===== src/rtl/booth_seq_mult.sv =====
// Sequential radix-2 Booth signed multiplier: 16x16 -> 32, one add/sub/shift per clock.
// A single 16-bit carry-lookahead adder is time-shared across all iterations.

module booth_cla16 (
    input  logic [15:0] x,
    input  logic [15:0] y,
    input  logic        cin,
    output logic [15:0] sum,
    output logic        cout
);

    logic [15:0] p;
    logic [15:0] g;
    logic [15:0] carry;
    logic [3:0]  gg;
    logic [3:0]  gp;
    logic [3:0]  cg;
    logic        c;

    // Two-level lookahead: 4-bit groups, group carries resolved in parallel.
    always_comb begin
        p     = x ^ y;
        g     = x & y;
        carry = '0;
        gg    = '0;
        gp    = '0;
        cg    = '0;
        c     = 1'b0;

        for (int k = 0; k < 4; k++) begin
            gg[k] = g[4*k+3]
                  | (p[4*k+3] & g[4*k+2])
                  | (p[4*k+3] & p[4*k+2] & g[4*k+1])
                  | (p[4*k+3] & p[4*k+2] & p[4*k+1] & g[4*k]);
            gp[k] = &p[4*k +: 4];
        end

        cg[0] = cin;
        cg[1] = gg[0] | (gp[0] & cin);
        cg[2] = gg[1] | (gp[1] & gg[0]) | (gp[1] & gp[0] & cin);
        cg[3] = gg[2] | (gp[2] & gg[1]) | (gp[2] & gp[1] & gg[0])
              | (gp[2] & gp[1] & gp[0] & cin);
        cout  = gg[3] | (gp[3] & gg[2]) | (gp[3] & gp[2] & gg[1])
              | (gp[3] & gp[2] & gp[1] & gg[0])
              | (gp[3] & gp[2] & gp[1] & gp[0] & cin);

        for (int k = 0; k < 4; k++) begin
            c = cg[k];
            for (int i = 0; i < 4; i++) begin
                carry[4*k+i] = c;
                c = g[4*k+i] | (p[4*k+i] & c);
            end
        end

        sum = p ^ carry;
    end

endmodule

module booth_seq_mult #(
    parameter int unsigned WIDTH = 16
) (
    input  logic                 clk,
    input  logic                 rst,
    input  logic                 start,
    input  logic [WIDTH-1:0]     multiplicand,
    input  logic [WIDTH-1:0]     multiplier,
    output logic                 busy,
    output logic                 done,
    output logic [2*WIDTH-1:0]   product
);

    localparam int unsigned ACC_W = WIDTH + 1;
    localparam int unsigned CNT_W = 5;
    localparam logic [CNT_W-1:0] LAST_CNT = CNT_W'(WIDTH - 1);

    typedef enum logic [1:0] {
        IDLE = 2'd0,
        RUN  = 2'd1,
        DONE = 2'd2
    } state_t;

    state_t             state;
    logic [ACC_W-1:0]   acc;
    logic [WIDTH-1:0]   q;
    logic               q_m1;
    logic [WIDTH-1:0]   m;
    logic [CNT_W-1:0]   cnt;

    logic               do_add;
    logic               do_sub;
    logic [WIDTH-1:0]   y;
    logic               cin;
    logic [WIDTH-1:0]   sum;
    logic               cout;
    logic [ACC_W-1:0]   acc_op;
    logic [ACC_W-1:0]   acc_nxt;
    logic [WIDTH-1:0]   q_nxt;
    logic               q_m1_nxt;

    booth_cla16 u_cla (
        .x    (acc[WIDTH-1:0]),
        .y    (y),
        .cin  (cin),
        .sum  (sum),
        .cout (cout)
    );

    // Booth decode, 17-bit add/sub (sign-extended carry into bit 16), then arithmetic shift.
    always_comb begin
        do_add   = ({q[0], q_m1} == 2'b01);
        do_sub   = ({q[0], q_m1} == 2'b10);
        y        = do_sub ? ~m : m;
        cin      = do_sub;
        acc_op   = acc;
        if (do_add || do_sub) begin
            acc_op = {acc[WIDTH] ^ y[WIDTH-1] ^ cout, sum};
        end
        acc_nxt  = {acc_op[WIDTH], acc_op[WIDTH:1]};
        q_nxt    = {acc_op[0], q[WIDTH-1:1]};
        q_m1_nxt = q[0];
    end

    // A start seen in DONE is taken directly so results can issue every 17 cycles.
    always_ff @(posedge clk) begin
        if (rst) begin
            state   <= IDLE;
            busy    <= 1'b0;
            done    <= 1'b0;
            product <= '0;
            acc     <= '0;
            q       <= '0;
            q_m1    <= 1'b0;
            m       <= '0;
            cnt     <= '0;
        end else begin
            case (state)
                IDLE, DONE: begin
                    done <= 1'b0;
                    if (start) begin
                        m     <= multiplicand;
                        q     <= multiplier;
                        acc   <= '0;
                        q_m1  <= 1'b0;
                        cnt   <= '0;
                        busy  <= 1'b1;
                        state <= RUN;
                    end else begin
                        state <= IDLE;
                    end
                end
                RUN: begin
                    acc  <= acc_nxt;
                    q    <= q_nxt;
                    q_m1 <= q_m1_nxt;
                    cnt  <= cnt + CNT_W'(1);
                    if (cnt == LAST_CNT) begin
                        product <= {acc_nxt[WIDTH-1:0], q_nxt};
                        busy    <= 1'b0;
                        done    <= 1'b1;
                        state   <= DONE;
                    end
                end
                default: begin
                    busy  <= 1'b0;
                    done  <= 1'b0;
                    state <= IDLE;
                end
            endcase
        end
    end

endmodule


===== config.mk =====
export PLATFORM = sky130hd
export DESIGN_NAME = booth_seq_mult
export DESIGN_NICKNAME = d
export VERILOG_FILES = /design/src/rtl/booth_seq_mult.sv
export SDC_FILE = /design/constraint.sdc
export NUM_CORES = 1
export LEC_CHECK = 0
export ABC_AREA = 1
export ABC_CLOCK_PERIOD_IN_PS = 9200
export BUFFER_PORTS_ARGS = -buffer_cell sky130_fd_sc_hd__buf_2
export CELL_PAD_IN_SITES_DETAIL_PLACEMENT = 1
export CELL_PAD_IN_SITES_GLOBAL_PLACEMENT = 2
export CORE_MARGIN = 1
export CORE_UTILIZATION = 37
export CTS_BUF_LIST = sky130_fd_sc_hd__clkbuf_4 sky130_fd_sc_hd__clkbuf_8
export DETAILED_ROUTE_END_ITERATION = 8
export GPL_TIMING_DRIVEN = 0
export PLACE_DENSITY_LB_ADDON = 0.1
export SLEW_MARGIN = 20
export SYNTH_ARGS = -nofsm -noshare
export SYNTH_HDL_FRONTEND = slang
export SYNTH_SLANG_ARGS = --single-unit
export TNS_END_PERCENT = 20

===== constraint.sdc =====
create_clock -name clk -period 9.2 [get_ports clk]
set_input_delay 1.38 -clock clk [delete_from_list [all_inputs] [get_ports clk]]
set_output_delay 1.38 -clock clk [all_outputs]
set_load 0.05 [all_outputs]

==> reports/metrics.cfg <==
[worst_setup_path]
cp_max_fo=10
crit_arrival_ns=4.42
critPathKind=reg2reg
crit_path_start_kind=flip-flop
required_ns=9.46
endpoint_kind=flip-flop

[clock_network]
postCtsResizedCells=0
clock-root-buffer=clkbuf_8
h-tree-depth=3
clk_pin_slew_ns=0.10
cts_setup_buffers=0
hold_buffers=0
clk_latency_ns=0.38
cts_buffers=9
clock_sinks=90
clockBufferDepth=2
cts_tree=yes

[routing]
via_count=3840
drc=0
avgRoutedWirePerCell_um=16.4
drt_pass1_iterations=4
totalWireLength_mm=12.6
antenna_left=0
drt-initial-drc-count=151
vias_per_cell=4.99

[power]
power.density_nw_per_um2=171
power_w=0.000869
p_leak_nw=2.49
vdd_drop_max_uv=82.5

[floorplan]
pin_count=69
die_h_um=111
start_util_pct=38.0
num_rows=39
dieArea_um2=12200
core_um2=11500
die_w_um=111

[logic_synthesis]
ys_types=37
ys.flop_type=dfxtp_1
syn_nets=608
ys_seq_elements=90
syn_inst=543
syn_area_um2=4360
yosysWarnings=0
synth_edf_count=0
async_flop_share_pct=0
avgSynthCellArea_um2=8.03
ys_seq_area_share_pct=41.3

[final_layout]
layout.nets=686
finalCoreUtilization_pct=44.3
area_growth_pct=16.5
fin_area_um2=5080
n_antenna_cell=0
drive_above_1_share_pct=20.4
instances_no_fill=769

[placed_design]
dp_hpwl_mm=9.62
gp_congestion=0.800
placed_area_um2=4870
dp.cells=753
port_buffers=67

[timing]
rsz0062_at_grt=no
min_period_over_period_pct=45.2
fin_crit_ns=4.16
fmaxAchievable_mhz=240
tns_ns=0
final_max_slew_viol_count=0
fin_skew_ns=0.0160
maxSlewHeadroom_pct=61.7
finalHoldViolCount=0
setup_viol=0
tightest_slew_ns=0.574

[global_route]
grt_max_degree=16
antenna_found_initial=0
grt_usage_pct=21.7
grt_pass1_wl_mm=20.5
grt_overflow_total=0
grt_pass1_vias=3917

[worst_hold_path]
hold_path.class=reg2reg

[run_status]
status=finished, final reports clean

[job]
maxCapViolCount=0

state kept, by name (all words and copies together), names as in the netlist:
name     cells
cnt          5
done         1
q           16
state        2
m           16
acc         16
busy         1
q_m1         1
product     32
Yosys cell counts, types with 10 or more instances:
| library cell | number | area share [%] |
|---|---|---|
| o22ai_1 | 10 | 1.4 |
| ha_1 | 19 | 5.5 |
| nand2_1 | 87 | 7.5 |
| fa_1 | 11 | 5.1 |
| inv_1 | 52 | 4.5 |
| dfxtp_1 | 90 | 41 |
| o21ai_0 | 55 | 6.3 |
| nor2_1 | 88 | 7.6 |
| a32oi_1 | 14 | 2.8 |
| a21oi_1 | 19 | 2.2 |
| xor2_1 | 12 | 2.4 |
| buf_2 | 18 | 2.1 |
report_power, final:
| part | total, W | switching (W) | leakage [nW] | internal, W |
|---|---|---|---|---|
| clock network | 0.000290 | 0.000153 | 0.107 | 0.000138 |
| registers | 0.000421 | 0.0000140 | 0.733 | 0.000407 |
| logic | 0.000158 | 0.000103 | 1.65 | 0.0000541 |
stage by stage:
stage / setup WS, ns / hold WS (ns)
floorplan: 5.67 / 0.437
global placement: 5.15 / 0.449
detailed placement: 5.07 / 0.458
CTS: 5.04 / 0.480
global route: 4.80 / 0.501
finish: 5.04 / 0.477
cell usage in the layout, fill, tap and decap left out, types with 10 or more instances in the layout:
| cell | instances |
|---|---|
| fa_1 | 11 |
| dfxtp_1 | 90 |
| nand2_1 | 87 |
| a21oi_1 | 19 |
| o22ai_1 | 10 |
| a32oi_1 | 14 |
| clkbuf_8 | 10 |
| inv_1 | 52 |
| o21ai_0 | 55 |
| nor2_1 | 88 |
| xor2_1 | 12 |
| buf_2 | 85 |
| ha_1 | 19 |
final timing paths:
kind	start	slack, ns	end	cells after the start
max reg2reg	q_m1	5.04	product[29]	21
min	product[24]	0.48	product[24]	1
max	q_m1	5.04	product[29]	21
min reg2reg	product[24]	0.48	product[24]	1
final cells by class:
| cell class | instances | area (um^2) |
|---|---|---|
| plain buffers | 28 | 154 |
| clock buffers | 11 | 145 |
| clock inverters | 5 | 61.3 |
| fillers | 1455 | 6390 |
| inverters | 58 | 220 |
| multi-input cells | 367 | 2180 |
| flip-flops and latches | 90 | 1800 |
| well taps | 143 | 179 |
| repair buffers | 67 | 335 |
critical path, cell delays in order (launching register included):
cell     delay, ns
dfxtp_1       0.31
inv_1         0.07
ha_1          0.17
buf_6         0.16
buf_2         0.30
xor2_1        0.38
ha_1          0.23
nand2_1       0.08
nor2_1        0.12
nor2_1        0.07
nand2_1       0.08
a21oi_1       0.07
nor2_1        0.10
nor2_1        0.06
fa_1          0.42
fa_1          0.41
fa_1          0.51
nand2_1       0.07
o21ai_0       0.16
nor2_1        0.10
a21oi_1       0.13
nor2_1        0.05
kinds of logic (layout without fill, tap and decap cells):
family | count (synthesis) | count (layout) | synth area share [%]
adders and majority gates | 30 | 30 | 10.5
xor gates and xnor gates | 21 | 21 | 4.22
buffers and inverters | 86 | 169 | 8.58
AOI/OAI and AO/OA | 117 | 117 | 15.9
and+or+nand+nor | 199 | 199 | 19.4
DFF | 90 | 90 | 41.3
per-layer routing:
layer  GRT usage, %  part of all wire, %  vias to the layer above
met5              0                    0                        -
met4           7.73                  1.9                        0
met3           3.90                  2.9                       21
met2           34.0                   45                       66
met1           29.8                   50                     1843
li1               -                    -                     1910
No activity file was read; power rests on OpenSTA's default activity.
